$ cat config.mk
export PLATFORM = sky130hd
export DESIGN_NAME = adder_pipelined
export DESIGN_NICKNAME = d
export VERILOG_FILES = /design/src/rtl/adder_pkg.sv /design/src/rtl/adder_pipe_stage.sv /design/src/rtl/adder_pipelined.sv
export SDC_FILE = /design/constraint.sdc
export NUM_CORES = 1
export LEC_CHECK = 0
export CORE_MARGIN = 2
export CORE_UTILIZATION = 56
export CTS_CLUSTER_DIAMETER = 100
export DETAILED_ROUTE_END_ITERATION = 7
export PLACE_DENSITY = 0.8
export REMOVE_ABC_BUFFERS = 1
export SLEW_MARGIN = 30
export SYNTH_ARGS = -nofsm -noshare
export SYNTH_HDL_FRONTEND = slang
export SYNTH_SLANG_ARGS = --single-unit
$ cat constraint.sdc
create_clock -name clk -period 2.8 [get_ports clk]
set_input_delay 0.28 -clock clk [delete_from_list [all_inputs] [get_ports clk]]
set_output_delay 0.28 -clock clk [all_outputs]
set_load 0.05 [all_outputs]
$ cat src/rtl/adder_pkg.sv
// Shared types and saturation helpers for the pipelined add/subtract unit.
package adder_pkg;

    typedef struct packed {
        logic sub;
        logic is_signed;
    } add_mode_t;

    // A saturation word is one MSB followed by NUM_BITS-1 copies of a fill bit.
    typedef struct packed {
        logic msb;
        logic rest;
    } sat_pat_t;

    function automatic sat_pat_t sat_max(input logic is_signed);
        sat_pat_t p;
        p.msb  = !is_signed;
        p.rest = 1'b1;
        return p;
    endfunction

    function automatic sat_pat_t sat_min(input logic is_signed);
        sat_pat_t p;
        p.msb  = is_signed;
        p.rest = 1'b0;
        return p;
    endfunction

    // Signed overflow direction follows the sign of a; unsigned follows add/sub.
    function automatic sat_pat_t sat_pick(input logic is_signed, input logic sub,
                                          input logic a_msb);
        return (is_signed ? a_msb : sub) ? sat_min(is_signed) : sat_max(is_signed);
    endfunction

endpackage

$ cat src/rtl/adder_pipe_stage.sv
// Combinational slice adder; msb_cin is the carry into the slice MSB.
module adder_pipe_stage #(
    parameter int WIDTH = 8
) (
    input  logic [WIDTH-1:0] a,
    input  logic [WIDTH-1:0] b,
    input  logic             cin,
    output logic [WIDTH-1:0] s,
    output logic             cout,
    output logic             msb_cin
);
    logic [WIDTH:0] full;

    assign full    = {1'b0, a} + {1'b0, b} + {{WIDTH{1'b0}}, cin};
    assign s       = full[WIDTH-1:0];
    assign cout    = full[WIDTH];
    assign msb_cin = a[WIDTH-1] ^ b[WIDTH-1] ^ full[WIDTH-1];
endmodule

$ cat src/rtl/adder_pipelined.sv
// Pipelined add/subtract: one CHUNK_BITS slice per stage, carry registered between
// stages, valid/ready flow control with backpressure and optional saturation.
module adder_pipelined
    import adder_pkg::*;
#(
    parameter int NUM_BITS   = 32,
    parameter int CHUNK_BITS = 8,
    parameter int SATURATE   = 0
) (
    input  logic                clk,
    input  logic                n_rst,
    input  logic                in_valid,
    output logic                in_ready,
    input  logic [NUM_BITS-1:0] a,
    input  logic [NUM_BITS-1:0] b,
    input  logic                carry_in,
    input  logic                sub,
    input  logic                is_signed,
    output logic                out_valid,
    input  logic                out_ready,
    output logic [NUM_BITS-1:0] sum,
    output logic                carry_out,
    output logic                overflow
);
    localparam int STAGES = NUM_BITS / CHUNK_BITS;
    localparam int LAST   = STAGES - 1;

    logic [STAGES-1:0]     vld;
    logic [STAGES-1:0]     adv;
    logic [STAGES-1:0]     vld_in;

    logic [NUM_BITS-1:0]   a_q    [STAGES];
    logic [NUM_BITS-1:0]   b_q    [STAGES];
    logic [NUM_BITS-1:0]   r_q    [STAGES];
    logic                  c_q    [STAGES];
    add_mode_t             mode_q [STAGES];

    logic [NUM_BITS-1:0]   a_in    [STAGES];
    logic [NUM_BITS-1:0]   b_in    [STAGES];
    logic [NUM_BITS-1:0]   r_in    [STAGES];
    logic [NUM_BITS-1:0]   r_nxt   [STAGES];
    logic                  cin_in  [STAGES];
    add_mode_t             mode_in [STAGES];

    logic [CHUNK_BITS-1:0] sl_s       [STAGES];
    logic                  sl_cout    [STAGES];
    logic                  sl_msb_cin [STAGES];

    add_mode_t             mode_fin;
    sat_pat_t              sat_pat;
    logic                  ovf_fin;
    logic [NUM_BITS-1:0]   sum_fin;

    // A stage may load when it is empty or anything downstream of it can move.
    always_comb begin
        logic run;
        run = out_ready;
        adv = '0;
        for (int k = LAST; k >= 0; k--) begin
            run    = run || !vld[k];
            adv[k] = run;
        end
    end

    assign in_ready  = adv[0];
    assign out_valid = vld[LAST];

    for (genvar k = 0; k < STAGES; k++) begin : g_stage
        if (k == 0) begin : g_head
            assign a_in[k]    = a;
            assign b_in[k]    = sub ? ~b : b;
            assign cin_in[k]  = sub | carry_in;
            assign mode_in[k] = '{sub: sub, is_signed: is_signed};
            assign r_in[k]    = '0;
            assign vld_in[k]  = in_valid;
        end else begin : g_body
            assign a_in[k]    = a_q[k-1];
            assign b_in[k]    = b_q[k-1];
            assign cin_in[k]  = c_q[k-1];
            assign mode_in[k] = mode_q[k-1];
            assign r_in[k]    = r_q[k-1];
            assign vld_in[k]  = vld[k-1];
        end

        adder_pipe_stage #(.WIDTH(CHUNK_BITS)) u_slice (
            .a       (a_in[k][k*CHUNK_BITS +: CHUNK_BITS]),
            .b       (b_in[k][k*CHUNK_BITS +: CHUNK_BITS]),
            .cin     (cin_in[k]),
            .s       (sl_s[k]),
            .cout    (sl_cout[k]),
            .msb_cin (sl_msb_cin[k])
        );

        // Bits above the current slice are always zero in r_in, so OR places the slice.
        assign r_nxt[k] = r_in[k] | (NUM_BITS'(sl_s[k]) << (k * CHUNK_BITS));
    end

    assign mode_fin = mode_in[LAST];

    always_comb begin
        ovf_fin = mode_fin.is_signed ? (sl_cout[LAST] ^ sl_msb_cin[LAST])
                                     : (sl_cout[LAST] ^ mode_fin.sub);
        sat_pat = sat_pick(mode_fin.is_signed, mode_fin.sub, a_in[LAST][NUM_BITS-1]);
        sum_fin = r_nxt[LAST];
        if ((SATURATE != 0) && ovf_fin) begin
            sum_fin = {sat_pat.msb, {(NUM_BITS-1){sat_pat.rest}}};
        end
    end

    always_ff @(posedge clk or negedge n_rst) begin
        if (!n_rst) begin
            vld       <= '0;
            sum       <= '0;
            carry_out <= 1'b0;
            overflow  <= 1'b0;
            for (int k = 0; k < LAST; k++) begin
                a_q[k]    <= '0;
                b_q[k]    <= '0;
                r_q[k]    <= '0;
                c_q[k]    <= 1'b0;
                mode_q[k] <= '0;
            end
        end else begin
            for (int k = 0; k < STAGES; k++) begin
                if (adv[k]) begin
                    vld[k] <= vld_in[k];
                end
            end
            // Data only moves with a valid op so idle registers stay stable.
            for (int k = 0; k < LAST; k++) begin
                if (adv[k] && vld_in[k]) begin
                    a_q[k]    <= a_in[k];
                    b_q[k]    <= b_in[k];
                    r_q[k]    <= r_nxt[k];
                    c_q[k]    <= sl_cout[k];
                    mode_q[k] <= mode_in[k];
                end
            end
            if (adv[LAST] && vld_in[LAST]) begin
                sum       <= sum_fin;
                carry_out <= sl_cout[LAST];
                overflow  <= ovf_fin;
            end
        end
    end
endmodule

==> summary.txt, run 1 <==
status -> finished, final reports clean
pwr dens -> 1010 nW/um^2
TNS Setup -> 0 ns
Hold Buf Count CTS -> 1
die height -> 128 um
period utilization -> 85.4%
gr busiest metal -> met2
Sw Share -> 35.5%
startpoint type of the worst setup path -> input port
CTS Buffer Depth -> 2
Final Hold Fails -> 0
drt first pass iters -> 5
Leakage Power -> 4.77 nW
vias in the first global route -> 5859
Post-synth top cells -> dfrtp_1 (191), nand2_1 (140), mux2_2 (102), o21ai_0 (54), ha_1 (28)
Tightest Hold Check Type -> in2reg
Gate power share -> 38.1%
# IOs -> 107
layout cell share with drive strength beyond 1 -> 17.7%
Reg clk slew, reported paths -> 0.06 ns
Initial DRC Count -> 279
cell count after synthesis -> 744
hpwl dp -> 11500 um
met1 Resource Use GR -> 27.5%
Sw Pwr -> 3.78 mW
post-route cell area -> 10600 um^2
CTS tree -> yes
worst hold start -> a[10]
WP data required -> 3.12 ns
clock network power share -> 22.1%
synthesized flop and latch total -> 191
Max-cap violations -> 0
post-route minimum period -> 2.39 ns
routed len/inst -> 16.5 um
reg2reg start -> a_in[24]
Clock Latency Late Sink -> 0.43 ns
Hold EP -> a_in[74]
n_diodes -> 0
H-tree depth -> 4
largest net degree at the start of global routing -> 90
kind of critical path -> in2reg
number of synthesized flops with an enable pin -> 0
Seq/Total Area, Yosys -> 55.3%
I/O Buffers -> 106
TritonCTS Buffers -> 17
floorplan row count -> 45
max_slew headroom -> 52.9%
Worst R2R End -> sum[30]
Hold Path Stages -> 3
post-route ant nets -> 0
Internal Power -> 6.86 mW
cell taking the most area after synthesis -> dfrtp_1
fin nets -> 960
via count -> 5797
post_cts resized -> 0
met2 global-route usage -> 39.2%
die width -> 128 um
GPL Wtd Cong -> 0.896
Worst Setup End Kind -> register
Yosys cell types -> 43
CP max FO -> 2
Post-synth top flop -> dfrtp_1
area of the core -> 15100 um^2
Initial Util -> 57.1%
Die ar. -> 16500 um^2
number of post-CTS setup repair buffers -> 0
Reg2Reg Depth -> 8
synth top area cells -> dfrtp_1 (55%), mux2_2 (13%), nand2_1 (6.1%), ha_1 (4.1%), o21ai_0 (3.1%)
Congestion Overflow GR -> 0
FMAX -> 418 MHz
DP Area -> 9980 um^2
total track usage -> 22.2%
met3 Usage GRT -> 5.09%
yosys warns -> 0
DRC Markers -> 0
ys async rst share -> 100%
global-route wire length before repair -> 28400 um
Root Buffer -> clkbuf_16
most frequent cell after synthesis -> dfrtp_1
Slew Limit Fails -> 0
Finish-stage setup viols -> 0
top-area cell type share of the netlist area -> 55.3%
Critical Path AT -> 2.71 ns
RSZ-0062 raised after global routing -> false
Synth Cell Area -> 8650 um^2
clock sinks -> 191
Worst VDD drop -> 0.461 mV
Reg power frac -> 39.9%
Max Clock Skew -> 0.00528 ns
initial antenna violation count -> 0
r2r setup slk -> 0.52 ns
Worst-Margin Slew -> 0.704 ns
syn_area_per_cell -> 11.6 um^2
Area Growth Syn to Fin -> 22.2%
routed wire length -> 17400 um
Vias/cell -> 5.51
[placed cells by master, fill, tap and decap left out, types with 2 or more instances in the layout]
cell and n:
o211ai_1 2, nand4_1 2, o21ai_1 3, nor2_1 14
nand2_1 137, nor4_1 2, o21a_1 8, or4_1 2
ha_1 28, o31ai_1 12, nor2b_1 4, and3_1 2
buf_4 8, or3_1 3, nand2b_1 11, inv_1 21
a21boi_0 2, a21o_1 4, nor3_1 8, clkinv_2 3
nand2_2 3, xnor2_1 25, dfrtp_1 191, clkbuf_1 3
clkbuf_8 5, o21ai_0 54, a21oi_1 14, bufinv_16 2
a211oi_1 10, clkdlybuf4s50_1 104, and2_1 2, mux2_2 102
nor3b_1 4, fa_1 8, clkbuf_16 17, buf_12 5
nand3_1 3, xor2_1 20
[worst max-delay path: stages]
cell and delay [ns]:
clkdlybuf4s50_1 0.39, or2_2 0.28, fa_1 0.40, inv_1 0.10
fa_1 0.27, nor2b_4 0.06, o31a_1 0.25, o21a_1 0.18
or3_1 0.30, a31o_1 0.21
[layer usage]
| metal | part of all wire, % | wire [um] |
|---|---|---|
| met4 | 1.2 | 205 |
| met2 | 52 | 9050 |
| met1 | 43 | 7410 |
| met5 | 0 | 0 |
| met3 | 4.0 | 698 |
[through the flow]
step	hold slack [ns]	setup WS [ns]	std cells	util, %	total power [mW]
2_1_floorplan	-0.0156	-0.152	713	-	6.98
3_3_place_gp	0.349	0.0529	1020	65.9	8.08
3_5_place_dp	0.363	-0.0514	1020	65.9	8.29
4_1_cts	0.368	0.406	1051	69.7	10.7
5_1_grt	0.384	0.331	1052	69.8	11.2
6_report	0.383	0.408	1052	69.8	10.6
[kinds of logic (layout without fill, tap and decap cells)]
family	after synthesis	after routing	share of synthesized area [%]
xor+xnor	45	45	4.56
mux	102	102	13.3
compound gates	116	116	8.15
fa+ha+maj	36	36	5.90
buf+inv	52	172	2.56
flops	191	191	55.3
simple gates	202	202	10.3
[worst max-delay path by stage]
stage / start / to / cells after the start
2_1_floorplan: vld[3] / c_q[3] / 5
3_3_place_gp: carry_in / r_in[70] / 10
3_5_place_dp: carry_in / r_in[70] / 10
4_1_cts: carry_in / r_in[70] / 10
5_1_grt: carry_in / r_in[70] / 10
6_report: carry_in / r_in[70] / 10
[registers in the layout (all words and copies together) (netlist names)]
signal and flops:
b_in 48, c_q 3, r_in 48, a_in 48, overflow 1, mode_fin 2, mode_in 4, sum 32
vld 4, carry_out 1
[power by group through the flow]
stage	logic [mW]	clock network, mW	registers (mW)
6_report	4.05	2.35	4.24
5_1_grt	4.37	2.50	4.36
4_1_cts	4.07	2.40	4.24
3_5_place_dp	4.02	0	4.27
3_3_place_gp	3.87	0	4.21
2_1_floorplan	2.03	0	4.95
[cell type report]
| cell class | count | area, um^2 |
|---|---|---|
| clock buffer | 24 | 492 |
| multi-input combinational | 501 | 3660 |
| fill | 1082 | 4570 |
| timing repair buffer | 121 | 1240 |
| sequential | 191 | 4780 |
| clock inverter | 6 | 82.6 |
| inverter | 21 | 78.8 |
| tap | 188 | 235 |
Note: power is estimated with default switching activity, not from simulation.
==> run 2, diff against run 1 <==
Settings changed: CORE_MARGIN 2 to default, HOLD_SLACK_MARGIN from default to 0.05.
==> run 2 against run 1 <==
Against the previous run:
- fmax is 1.7% lower
- global-route usage rose by 1.1 points
- sequential cell count did not move
- largest cell class unchanged
- combinational power barely moved
- clock-buffer cell count down 1
- via count rose by 1.0%
- sequential share of layout area is the same
- clock skew is 0.00067 ns higher
- routed wire length decreased by 1.3%
- first-iteration DRC count increased by 24%
- final cell count up 0.19%
- cell area stayed put
==> summary.txt, run 2 (synthesis gave the netlist of run 1 again) <==
status -> finished, final reports clean (unchanged)
DP Area -> 9960 um^2 (was 9980 um^2)
Max Clock Skew -> 0.00595 ns (was 0.00528 ns)
CP max FO -> 2 (unchanged)
# IOs -> 107 (unchanged)
post-route setup slack -> 0.368 ns (was 0.408 ns)
post-route minimum period -> 2.43 ns (was 2.39 ns)
WP data required -> 3.11 ns (was 3.12 ns)
commonest non-fill, non-tap cells in the layout -> dfrtp_1 (191), nand2_1 (137), clkdlybuf4s50_1 (104) (unchanged)
Leakage Power -> 4.78 nW (was 4.77 nW)
Area Growth Syn to Fin -> 22.2% (unchanged)
drt first pass iters -> 5 (unchanged)
Final Hold Fails -> 0 (unchanged)
max_slew headroom -> 39.5% (was 52.9%)
Reg clk slew, reported paths -> 0.07 ns (was 0.06 ns)
Max-cap violations -> 0 (unchanged)
DRC Markers -> 0 (unchanged)
floorplan row count -> 45 (unchanged)
Critical Path AT -> 2.74 ns (was 2.71 ns)
period utilization -> 86.9% (was 85.4%)
RSZ-0062 raised after global routing -> false (unchanged)
hpwl dp -> 11600 um (was 11500 um)
Worst Setup End Kind -> register (unchanged)
largest net degree at the start of global routing -> 90 (unchanged)
I/O Buffers -> 106 (unchanged)
Worst VDD drop -> 0.509 mV (was 0.461 mV)
critical path, cell by cell -> clkdlybuf4s50_1 -> or2_2 -> fa_1 -> inv_1 -> fa_1 -> nor2b_4 -> o31a_1 -> o21a_1 -> or3_1 -> a31o_1 (unchanged)
n_diodes -> 0 (unchanged)
Initial DRC Count -> 345 (was 279)
number of post-CTS setup repair buffers -> 0 (unchanged)
die height -> 126 um (was 128 um)
Root Buffer -> clkbuf_16 (unchanged)
post-route ant nets -> 0 (unchanged)
FMAX -> 411 MHz (was 418 MHz)
H-tree depth -> 4 (unchanged)
die width -> 126 um (was 128 um)
area of the core -> 15100 um^2 (unchanged)
dpl ws -> -0.0549 ns (was -0.0514 ns)
Initial Util -> 57.1% (unchanged)
post-route cell area -> 10600 um^2 (unchanged)
fillers -> 1042 (was 1082)
Die ar. -> 15900 um^2 (was 16500 um^2)
startpoint type of the worst setup path -> input port (unchanged)
CP max stage delay -> 0.41 ns (was 0.40 ns)
Finish-stage setup viols -> 0 (unchanged)
Slew Limit Fails -> 0 (unchanged)
Tightest Hold Check Type -> in2reg (unchanged)
total track usage -> 23.3% (was 22.2%)
routed len/inst -> 16.2 um (was 16.5 um)
routed wire length -> 17100 um (was 17400 um)
Clock Latency Late Sink -> 0.42 ns (was 0.43 ns)
Worst-Margin Slew -> 0.904 ns (was 0.704 ns)
fin nets -> 960 (unchanged)
post_cts resized -> 0 (unchanged)
kind of critical path -> in2reg (unchanged)
CP max stage cell -> fa_1 (unchanged)
GPL Wtd Cong -> 0.856 (was 0.896)
via count -> 5856 (was 5797)
CP most frequent cell -> fa_1 (unchanged)
CTS tree -> yes (unchanged)
pwr dens -> 1010 nW/um^2 (about the same)
global-route wire length before repair -> 28900 um (was 28400 um)
layout cell share with drive strength beyond 1 -> 18.1% (was 17.7%)
Hold Buf Count CTS -> 1 (unchanged)
commonest non-fill, non-tap cell in the layout -> dfrtp_1 (unchanged)
Bufs and invs on worst path -> 2 (unchanged)
Crit path max-delay family -> adder cells (unchanged)
CTS Buffer Depth -> 2 (unchanged)
Congestion Overflow GR -> 0 (unchanged)
TritonCTS Buffers -> 17 (unchanged)
initial antenna violation count -> 0 (unchanged)
Vias/cell -> 5.56 (was 5.51)
TNS Setup -> 0 ns (unchanged)
total power -> 10.7 mW (was 10.6 mW)
vias in the first global route -> 6083 (was 5859)
clock sinks -> 191 (unchanged)
run 2: cell types whose count changed in the layout (fill, tap and decap cells not counted):
| cell | delta |
|---|---|
| buf_12 | -2 |
| buf_4 | +3 |
| buf_6 | -1 |
| clkbuf_1 | -2 |
| clkbuf_8 | +1 |
| clkinv_2 | +1 |
| clkinv_4 | +1 |
| inv_6 | +1 |
run 2: worst register-to-register path: stages, from the launching register on:
cell      delay, ns
dfrtp_1        0.34
inv_1          0.06
fa_1           0.47
fa_1           0.41
nand2b_1       0.17
a21oi_1        0.26
a221oi_2       0.12
xnor2_1        0.23
o21ai_1        0.08
run 2: per-stage QoR:
step	hold slack (ns)	std cells	util [%]
final	0.383	1054	69.8
after global routing	0.386	1054	69.8
after CTS	0.367	1054	69.8
after detailed placement	0.377	1021	65.7
after global placement	0.367	1021	65.7
after floorplan	-0.0156	713	-
run 2: final cells by class:
| type | instances | area [um^2] | area share (%) |
|---|---|---|---|
| inverters | 21 | 78.8 | 0.746 |
| clock buffers | 23 | 498 | 4.71 |
| multi-input cells | 501 | 3660 | 34.6 |
| flip-flops and latches | 191 | 4780 | 45.2 |
| repair buffers | 121 | 1210 | 11.5 |
| clock inverters | 9 | 105 | 0.994 |
| well taps | 188 | 235 | 2.23 |
run 2: per-layer routing:
layer	GRT usage, %	routed length [um]
met5	0	0
met4	7.87	275
met3	4.76	572
met2	40.4	8770
met1	29.3	7510
run 2: final timing paths:
path                       slack [ns]  cells after the start      from        to
max                              0.37                     10  carry_in  r_in[70]
min                              0.38                      3     a[11]  a_in[75]
max reg2reg                      0.50                      8  a_in[24]  overflow
min reg2reg                      0.47                      2  a_in[94]  a_in[94]
max in group asynchronous        1.52                      3     n_rst   r_in[6]
min in group asynchronous        0.46                      2     n_rst  a_in[92]
run 2: power breakdown:
part	internal [mW]	switching, mW	leakage, nW
Clock	1.43	0.987	0.299
Sequential	3.70	0.533	2.32
Combinational	1.75	2.28	2.16
